File: src/rtl/shift_ser_pkg.sv
// Shared types, constants and helpers for the shift_serializer block.
// Optional feature macro: SHIFT_SER_PARITY_EN (appends an even-parity bit to each burst).
package shift_ser_pkg;

   // Burst sequencing states.
   typedef enum logic [1:0] {
      IDLE  = 2'd0,
      SHIFT = 2'd1,
      DONE  = 2'd2
   } state_e;

   // Direction encoding shared with the downstream shifter's s input.
   localparam logic DIR_LEFT  = 1'b0;  // insert at LSB, word sent MSB first
   localparam logic DIR_RIGHT = 1'b1;  // insert at MSB, word sent LSB first

   // Widest word the parity helper accepts; callers zero-extend, which leaves
   // the XOR unchanged.
   localparam int PAR_W = 64;

   // Even-parity bit of a word: XOR of all its bits.
   function automatic logic even_parity(input logic [PAR_W-1:0] word);
      return ^word;
   endfunction

endpackage : shift_ser_pkg

File: src/rtl/shift_serializer_counter.sv
// ser_bit_counter: up-counter with synchronous clear and enable. It saturates
// at LIMIT and flags the terminal count, so it never wraps.
module ser_bit_counter #(
   parameter int W     = 3,
   parameter int LIMIT = 3
) (
   input  logic         clk,
   input  logic         rst_n,
   input  logic         clr_i,
   input  logic         en_i,
   output logic [W-1:0] cnt_o,
   output logic         tc_o
);

   logic [W-1:0] cnt_q, cnt_d;

   // Next count: clear wins over enable; hold once the limit is reached.
   always_comb begin
      cnt_d = cnt_q;
      if (clr_i) begin
         cnt_d = '0;
      end else if (en_i && !tc_o) begin
         cnt_d = cnt_q + W'(1);
      end
   end

   // Count register with synchronous active-low reset.
   always_ff @(posedge clk) begin
      if (!rst_n) begin
         cnt_q <= '0;
      end else begin
         cnt_q <= cnt_d;
      end
   end

   assign cnt_o = cnt_q;
   assign tc_o  = (cnt_q == W'(LIMIT));

endmodule : ser_bit_counter

File: src/rtl/shift_serializer.sv
// shift_serializer: accepts a parallel word plus direction over valid/ready and
// feeds it bit by bit into an N-bit bidirectional shifter, so the shifter holds
// the word once the burst completes. Pulses done one cycle after the last shift.
// Optional feature macro: SHIFT_SER_PARITY_EN (one extra shift cycle carrying
// the word's even parity; done moves one cycle later).
module shift_serializer
   import shift_ser_pkg::*;
#(
   parameter int N = 4
) (
   input  logic         clk,
   input  logic         rst_n,
   input  logic         in_valid,
   output logic         in_ready,
   input  logic [N-1:0] in_data,
   input  logic         in_dir,
   output logic         ser_bit,
   output logic         ser_dir,
   output logic         ser_en,
   output logic         busy,
   output logic         done
);

   localparam int CW = $clog2(N + 1);

`ifdef SHIFT_SER_PARITY_EN
   localparam int LAST_CNT = N;      // N data cycles plus one parity cycle
`else
   localparam int LAST_CNT = N - 1;  // N data cycles
`endif

   state_e         state_q, state_d;
   logic [N-1:0]   word_q, word_d;
   logic           dir_q, dir_d;
   logic           in_ready_q, in_ready_d;
   logic           ser_bit_q, ser_bit_d;
   logic           ser_dir_q, ser_dir_d;
   logic           ser_en_q, ser_en_d;
   logic           busy_q, busy_d;
   logic           done_q, done_d;

   logic           accept;
   logic [CW-1:0]  cnt;
   logic           cnt_tc;
   logic [CW-1:0]  next_idx;
   logic [N-1:0]   word_lsb_view;
   logic [N-1:0]   word_msb_view;
   logic           next_bit;

   // Counts shift cycles of the current burst; cleared when a word is accepted.
   ser_bit_counter #(
      .W     (CW),
      .LIMIT (LAST_CNT)
   ) u_cnt (
      .clk   (clk),
      .rst_n (rst_n),
      .clr_i (accept),
      .en_i  (state_q == SHIFT),
      .cnt_o (cnt),
      .tc_o  (cnt_tc)
   );

   // Bit to present on the cycle after the current one. Shifting the word
   // rather than indexing it keeps the select width-clean and makes an
   // index of N read as 0 instead of going out of range.
   always_comb begin
      next_idx      = cnt + CW'(1);
      word_lsb_view = word_q >> next_idx;
      word_msb_view = word_q << next_idx;
      next_bit      = (dir_q == DIR_RIGHT) ? word_lsb_view[0] : word_msb_view[N-1];
`ifdef SHIFT_SER_PARITY_EN
      if (next_idx == CW'(N)) begin
         next_bit = even_parity(PAR_W'(word_q));
      end
`endif
   end

   // Next-state and registered-output logic for the burst sequencer.
   always_comb begin
      // NOTE: every signal gets a default first so no path leaves one unassigned, which would infer a latch.
      state_d    = state_q;
      word_d     = word_q;
      dir_d      = dir_q;
      in_ready_d = in_ready_q;
      ser_bit_d  = ser_bit_q;
      ser_dir_d  = ser_dir_q;
      ser_en_d   = ser_en_q;
      busy_d     = busy_q;
      done_d     = done_q;
      accept     = 1'b0;

      unique case (state_q)
         IDLE: begin
            in_ready_d = 1'b1;
            busy_d     = 1'b0;
            done_d     = 1'b0;
            ser_en_d   = 1'b0;
            if (in_valid && in_ready_q) begin
               accept     = 1'b1;
               word_d     = in_data;
               dir_d      = in_dir;
               state_d    = SHIFT;
               in_ready_d = 1'b0;
               busy_d     = 1'b1;
               ser_en_d   = 1'b1;
               ser_dir_d  = in_dir;
               // First bit comes straight from the input so it appears on the
               // cycle right after acceptance.
               ser_bit_d  = (in_dir == DIR_RIGHT) ? in_data[0] : in_data[N-1];
            end
         end

         SHIFT: begin
            if (cnt_tc) begin
               state_d  = DONE;
               ser_en_d = 1'b0;
               done_d   = 1'b1;
            end else begin
               ser_bit_d = next_bit;
            end
         end

         DONE: begin
            state_d    = IDLE;
            done_d     = 1'b0;
            busy_d     = 1'b0;
            in_ready_d = 1'b1;
         end

         default: begin
            state_d    = IDLE;
            in_ready_d = 1'b1;
            ser_en_d   = 1'b0;
            busy_d     = 1'b0;
            done_d     = 1'b0;
         end
      endcase
   end

   // State and output registers; synchronous reset abandons any burst.
   always_ff @(posedge clk) begin
      if (!rst_n) begin
         state_q    <= IDLE;
         word_q     <= '0;
         dir_q      <= 1'b0;
         in_ready_q <= 1'b1;
         ser_bit_q  <= 1'b0;
         ser_dir_q  <= 1'b0;
         ser_en_q   <= 1'b0;
         busy_q     <= 1'b0;
         done_q     <= 1'b0;
      end else begin
         // NOTE: non-blocking assignments so every register samples the pre-edge values together.
         state_q    <= state_d;
         word_q     <= word_d;
         dir_q      <= dir_d;
         in_ready_q <= in_ready_d;
         ser_bit_q  <= ser_bit_d;
         ser_dir_q  <= ser_dir_d;
         ser_en_q   <= ser_en_d;
         busy_q     <= busy_d;
         done_q     <= done_d;
      end
   end

   assign in_ready = in_ready_q;
   assign ser_bit  = ser_bit_q;
   assign ser_dir  = ser_dir_q;
   assign ser_en   = ser_en_q;
   assign busy     = busy_q;
   assign done     = done_q;

endmodule : shift_serializer

File: config.mk
export PLATFORM = sky130hd
export DESIGN_NAME = shift_serializer
export DESIGN_NICKNAME = d
export VERILOG_FILES = /design/src/rtl/shift_ser_pkg.sv /design/src/rtl/shift_serializer_counter.sv /design/src/rtl/shift_serializer.sv
export SDC_FILE = /design/constraint.sdc
export NUM_CORES = 1
export LEC_CHECK = 0
export ABC_AREA = 1
export ABC_CLOCK_PERIOD_IN_PS = 1560
export CORE_MARGIN = 2
export CORE_UTILIZATION = 36
export CTS_CLUSTER_DIAMETER = 80
export DETAILED_ROUTE_END_ITERATION = 10
export DONT_BUFFER_PORTS = 1
export REMOVE_ABC_BUFFERS = 1
export SETUP_SLACK_MARGIN = 0.5
export SKIP_LAST_GASP = 1
export SLEW_MARGIN = 25
export SYNTH_ARGS = -nofsm -noshare
export SYNTH_HDL_FRONTEND = slang
export SYNTH_HIERARCHICAL = 1
export SYNTH_SLANG_ARGS = --single-unit
File: constraint.sdc
create_clock -name clk -period 1.56 [get_ports clk]
set_input_delay 0.468 -clock clk [delete_from_list [all_inputs] [get_ports clk]]
set_output_delay 0.468 -clock clk [all_outputs]
set_load 0.05 [all_outputs]
==> metrics.md, run 1 <==
| Metric | Value |
|---|---|
| Worst setup EP type | `output pin` |
| Tcrit/Tclk final | `0.811` |
| Layout Nets | `between 100 and 150` |
| Tightest Pin Transition | `0.212 ns` |
| Maximum VDD drop | `approximately 0.00068 V` |
| Post-Synthesis Cells | `~110` |
| Skew-Pair Late Insertion Delay | `0.29 ns` |
| Synth Register Bits | `15` |
| Hold-fix buffers at CTS | `0` |
| TritonCTS clock tree | `done` |
| CTS root buf | `clkbuf_4` |
| CP top delay family | `flip-flops` |
| Share of the synthesized area in the top cell type | `0.407` |
| Num ports | `14` |
| Die area | `2430 µm²` |
| Final min period | `approximately 1.3 ns` |
| Clock slew seen by the registers of the worst setup and hold paths | `0.10 ns` |
| Wl on met1 | `672 µm` |
| Critical-path cell with the highest stage delay | `dfxtp_2` |
| Synth cell types | `15` |
| Via-to-Cell Ratio | `between 4 and 5` |
| Wire length on met2 | `about 910 µm` |
| CTS Buffer Depth | `2` |
| Share of the yosys chip area belonging to registers | `0.407` |
| Mean Syn Cell Area | `6.89 µm²` |
| Synth cell count leaders | `nand2_1, nor2_1, dfxtp_1, inv_1, nand3_1` |
| First-pass GRT wire length | `2730 µm` |
| RSZ-0062 raised after global routing | `true` |
| Most common cell in the netlist | `nand2_1` |
| Post-route clock skew | `~0.007 ns` |
| H-tree depth | `1` |
| Highest clock rate | `approximately 790 MHz` |
| Met3 wire len | `100 µm` |
| Drt drc | `0` |
| Hpwl dp | `~1100 µm` |
| Post-synth EDFFs | `0` |
| Min-Delay Path Class | `input pin to register` |
| Pre-CTS setup slack | `approximately 0.14 ns` |
| Synth Flop Type | `dfxtp_1` |
| Share of layout cells above drive strength 1 | `0.419` |
| Largest net degree at the start of global routing | `13` |
| Layout area overhead | `42.4%` |
| Die width | `approximately 50 µm` |
| Pins Over Slew Limit | `0` |
| Final setup fails | `0` |
| WL/cell | `11.3 µm` |
| Diode count | `0` |
| Worst EP required | `1.09 ns` |
| Cell leakage power | `about 0.45 nW` |
| Synth warn | `6` |
| Final ANT Viol Nets | `0` |
| Critical-path cell list | `buf_8` |
| Slowest stage delay, CP | `between 0.3 and 0.4 ns` |
| Die H | `between 40 and 50 µm` |
| Worst rel slew slack | `0.858` |
| Crit path max fanout | `2` |
| Routed WL | `between 1500 and 2000 µm` |
| Initial antenna violation count | `0` |
| CTS Buf Count | `3` |
| CTS Sinks | `15` |
| PnR worst setup slack | `0.294 ns` |
| Routability Congestion | `between 0.8 and 0.9` |
| Crit path DAT | `0.80 ns` |
| Crit path buffers/inverters | `1` |
| CP Launch Type | `register` |
| GR Util All Layers | `0.144` |
| Row count | `16` |
| Power Density | `915 nW/µm²` |
| Top Layer Used | `met4` |
| Core area | `between 1500 and 2000 µm²` |
| Number of port buffers | `0` |
| Setup_tns | `0 ns` |
| Initial DRT Pass Iterations | `5` |
| Vias | `706` |
| Vias in the first global route | `between 600 and 700` |
| Post-synth ARST share | `0` |
| Initial drt markers | `23` |
| Yosys top cell by area | `dfxtp_1` |
| Maxcap violations | `0` |
| Final hold violation count | `0` |
| Top post-synthesis cells by area | `dfxtp_1, nand2_1, nor2_1` |
| Cell Area, Synth | `737 µm²` |
| Reg2Reg Setup Slack | `roughly 0.36 ns` |
| Setup CP Type | `register to output pin` |
| Starting Density | `0.380` |
| Aggregate global routing overflow | `0` |
| Status | `finished clean` |
## layer usage
layer	vias up	GRT usage
met4	0	0.0667
met3	4	0.0307
li1	370	-
met5	-	0
met2	23	0.236
met1	309	0.177
## stage by stage
| stage | hold WS (ns) | area (µm²) | utilization | power (mW) | instances |
|---|---|---|---|---|---|
| 2_1_floorplan | 0.486 | 717 | - | 0.610 | 106 |
| 3_3_place_gp | 0.488 | 766 | 0.394 | 0.646 | 135 |
| 3_5_place_dp | 0.494 | 766 | 0.394 | 0.651 | 135 |
| 4_1_cts | 0.283 | 946 | 0.487 | 0.925 | 147 |
| 5_1_grt | 0.289 | 1050 | 0.541 | 1.01 | 151 |
| 6_report | 0.275 | 1050 | 0.541 | 0.961 | 151 |
## kinds of logic (layout without fill, tap and decap cells)
group | count (synthesis) | in the layout | synth area share
buffers and inverters | 18 | 35 | 0.117
and+or+nand+nor | 58 | 58 | 0.336
AOI/OAI and AO/OA | 13 | 13 | 0.0883
adders and majority gates | 3 | 3 | 0.0509
DFF | 15 | 15 | 0.407
## layout make-up
class / instances / area [µm²]
Fill cell: 192 / 892
Multi-Input combinational cell: 74 / 452
Clock buffer: 3 / 22.5
Sequential cell: 15 / 325
Timing Repair Buffer: 14 / 143
Tap cell: 27 / 33.8
Clock inverter: 1 / 5.00
Inverter: 17 / 68.8
## state kept, by name, summed over array words and instances, names as in the netlist
name         count
ser_en           1
done             1
in_ready         1
ser_bit          1
ser_dir          1
u_cnt/cnt_o      3
busy             1
word_q           4
state_q          2
## placed cells by master (no fill, tap or decap), drive strengths merged
| cell | netlist | routed |
|---|---|---|
| nand2 | 24 | 24 |
| nor2 | 23 | 23 |
| inv | 17 | 17 |
| dfxtp | 15 | 15 |
| buf | 1 | 14 |
| nand3 | 10 | 10 |
| o21ai | 9 | 9 |
| a21oi | 4 | 4 |
| ha | 3 | 3 |
| clkbuf | 0 | 3 |
| nor3 | 1 | 1 |
| clkinv | 0 | 1 |
## final timing paths
check                                     from             end  depth (start not counted)
worst max-delay path                   ser_dir         ser_dir                          1
worst min register to register  u_cnt/cnt_o[2]  u_cnt/cnt_o[2]                          2
worst max register to register        in_ready         ser_bit                          8
worst min-delay path                     rst_n         ser_dir                          2
## power breakdown
part           switching (mW)  total [mW]  internal [mW]
Sequential             0.0621       0.480          0.418
Clock                   0.130       0.225         0.0953
Combinational           0.138       0.256          0.118
Total                   0.330       0.961          0.631
## worst reg2reg max path, cell delays in order, from the launching register on
cell and delay, ns:
dfxtp_2 0.36, buf_4 0.11, nand2_2 0.05, nor3_4 0.18, buf_6 0.16, inv_6 0.05, nand2_2 0.05, o21ai_1 0.07
a21oi_2 0.12
## what timing repair did
action	CTS	global route
buffers inserted	8	4
gates resized for setup	32	22
cloned	0	0
endpoints found under the setup margin	21	20
pin swaps	8	9
(Power assumes the default switching activity.)
==> run 2, diff against run 1 <==
--- a/config.mk
+++ b/config.mk
@@ -6,7 +6,7 @@
 export NUM_CORES = 1
 export LEC_CHECK = 0
 export ABC_AREA = 1
-export ABC_CLOCK_PERIOD_IN_PS = 1560
+export ABC_CLOCK_PERIOD_IN_PS = 1000
 export CORE_MARGIN = 2
 export CORE_UTILIZATION = 36
 export CTS_CLUSTER_DIAMETER = 80
==> constraint.sdc (replaced) <==
create_clock -name clk -period 1 [get_ports clk]
set_input_delay 0.3 -clock clk [delete_from_list [all_inputs] [get_ports clk]]
set_output_delay 0.3 -clock clk [all_outputs]
set_load 0.05 [all_outputs]
==> run 2 against run 1 <==
  * Clock skew is 0.0047 ns lower
  * Global-route usage is 2.5 points higher
  * Sequential power is 48% higher
  * The run now ends with negative setup slack left
  * First-iteration DRC count is 65% lower
  * Power is 70% higher
  * Critical endpoint is now ser_bit
  * Critical path depth is 5 higher
  * Cell area is 12% higher
  * Via count is 9.9% higher
  * Combinational power is 120% higher
  * Sequential cell count stayed put
==> metrics.md, run 2 (synthesis results as in run 1) <==
| Metric | Value |
|---|---|
| Commonest non-fill, non-tap cell in the layout | `nor2_1` |
| Via-to-Cell Ratio | `4.85 (+3.7%)` |
| Routability Congestion | `0.788 (-2.7%)` |
| Placed cell area | `933 µm² (+22%)` |
| Vias in the first global route | `751 (+19%)` |
| NetSw | `0.554 mW (+68%)` |
| CTS Buf Count | `3 (unchanged)` |
| Status | `finished, violations left` |
| Layout Nets | `145 (+6.6%)` |
| Worst rel slew slack | `0.870 (+0.0110)` |
| PnR worst setup slack | `-0.153 ns (-0.447 ns)` |
| H-tree depth | `1 (unchanged)` |
| Sw Share | `0.340 (-0.00369)` |
| Tightest Pin Transition | `0.195 ns (-0.0166 ns)` |
| GR Util All Layers | `0.168 (+0.0248)` |
| RSZ-0062 raised after global routing | `true` |
| Die width | `49.2 µm (unchanged)` |
| Drt drc | `0 (unchanged)` |
| Final hold violation count | `0 (unchanged)` |
| Largest Register | `word_q` |
| Initial DRT Pass Iterations | `4 (-1)` |
| Largest net degree at the start of global routing | `13 (unchanged)` |
| Worst EP required | `1.19 ns (+0.10 ns)` |
| Vias | `776 (+9.9%)` |
| Cell leakage power | `0.511 nW (+15%)` |
| Initial drt markers | `8 (-65%)` |
| Failing checks | `negative setup slack` |
| Setup CP Type | `register to register` |
| Slowest stage delay, CP | `0.38 ns (+0.02 ns)` |
| Maxcap violations | `0 (unchanged)` |
| CTS Sinks | `15 (unchanged)` |
| # fillers | `166 (-14%)` |
| CTS Buffer Depth | `2 (unchanged)` |
| Hpwl dp | `1240 µm (+9.7%)` |
| Initial antenna violation count | `0 (unchanged)` |
| Starting Density | `0.380 (unchanged)` |
| Power Total | `1.63 mW (+70%)` |
| TritonCTS clock tree | `done` |
| CP dominant cell by count | `ha_4` |
| CTS root buf | `clkbuf_4` |
| Crit path DAT | `1.34 ns (+0.54 ns)` |
| Crit path max fanout | `4 (+2)` |
| Row count | `16 (unchanged)` |
| CP Launch Type | `register` |
| Int Pwr | `1.08 mW (+71%)` |
| Die H | `49.2 µm (unchanged)` |
| Final setup fails | `20 (+20)` |
| Critical-path cell with the highest stage delay | `dfxtp_4` |
| Share of layout cells above drive strength 1 | `0.504 (+0.0844)` |
| Min-Delay Path Class | `input pin to register` |
| Clock slew seen by the registers of the worst setup and hold paths | `0.09 ns (about the same)` |
| Clk pwr share | `0.225 (-0.009)` |
| WL/cell | `11.9 µm (+5.0%)` |
| Pins Over Slew Limit | `0 (unchanged)` |
| Layout area overhead | `59.9%` |
| Most frequent cells in the layout | `nor2_1, nand2_1, buf_4` |
| Diode count | `0 (unchanged)` |
| Combinational share of power | `0.341 (+0.074)` |
| Tcrit/Tclk final | `1.15` |
| Final ANT Viol Nets | `0 (unchanged)` |
| Post-route clock skew | `0.00232 ns (-0.00470 ns)` |
| Aggregate global routing overflow | `0 (unchanged)` |
| Routed WL | `1900 µm (+11%)` |
| First-pass GRT wire length | `3100 µm (+14%)` |
| Design Area, Final | `1180 µm² (+12%)` |
| Critical-path cell list | `ha_4, ha_4, nor2_4, nor2_2, nor2_1, a21oi_1` |
| Num ports | `14 (unchanged)` |
| Skew-Pair Late Insertion Delay | `0.29 ns (about the same)` |
| Maximum VDD drop | `0.000895 V (+31%)` |
| Die area | `2430 µm² (unchanged)` |
| Number of port buffers | `0 (unchanged)` |
| Final hold slack | `0.0968 ns (-0.178 ns)` |
| Highest clock rate | `slightly below 900 MHz` |
| Sequential fraction of design power | `0.435 (-0.064)` |
| Max reg flops | `4 (unchanged)` |
| Final min period | `between 1 and 1.5 ns` |
| Worst setup EP type | `register` |
| Core area | `1940 µm² (unchanged)` |
| Power Density | `1380 nW/µm² (+51%)` |
[run 2: timing repair]
| action | in CTS | in global routing |
|---|---|---|
| buffers inserted | 4 | 3 |
| gates resized for setup | 40 | 17 |
| pin swaps | 16 | 8 |
| hold buffers | 0 | 0 |
| endpoints found under the setup margin | 21 | 21 |
[run 2: worst paths after layout]
kind                  startpoint         end  slack, ns  depth (start not counted)
setup / recovery  u_cnt/cnt_o[0]     ser_bit      -0.15                          6
hold / removal             rst_n  state_q[0]        0.1                          2
setup reg to reg  u_cnt/cnt_o[0]     ser_bit      -0.15                          6
hold reg to reg             done        done       0.51                          2
[run 2: metal layers]
| layer | vias up | global-route usage | wire length (µm) |
|---|---|---|---|
| met5 | - | 0 | 0 |
| met4 | 0 | 0.114 | 65 |
| met3 | 9 | 0.0307 | 62 |
| met2 | 18 | 0.282 | 1010 |
| met1 | 361 | 0.194 | 760 |
| li1 | 388 | - | - |
[run 2: cell type report]
type,count,area (µm²),share of cell area
multi-input cells,74,469,0.398
flip-flops and latches,15,320,0.272
repair buffers,23,258,0.219
inverters,17,71.3,0.0605
well taps,27,33.8,0.0287
clock buffers,4,26.3,0.0223
[run 2: critical path, delay by kind of cell, from the launching register on]
| family | cells | cell delay [ns] |
|---|---|---|
| flops | 1 | 0.38 |
| fa+ha+maj | 2 | 0.32 |
| simple gates | 3 | 0.28 |
| compound gates | 1 | 0.07 |
[run 2: power by group through the flow]
stage | logic (mW) | registers (mW) | clock network [mW]
6_report | 0.555 | 0.709 | 0.366
5_1_grt | 0.598 | 0.715 | 0.413
4_1_cts | 0.510 | 0.704 | 0.370
3_5_place_dp | 0.430 | 0.706 | 0
3_3_place_gp | 0.420 | 0.704 | 0
2_1_floorplan | 0.185 | 0.767 | 0
[run 2: per-stage QoR]
| step | util | setup WS [ns] | setup TNS, ns | instances |
|---|---|---|---|---|
| floorplan | - | -0.438 | -5.01 | 106 |
| global placement | 0.481 | -0.214 | -1.51 | 149 |
| detailed placement | 0.481 | -0.251 | -1.84 | 149 |
| CTS | 0.576 | -0.141 | -1.78 | 157 |
| global route | 0.607 | -0.207 | -2.89 | 160 |
| finish | 0.607 | -0.153 | -1.90 | 160 |
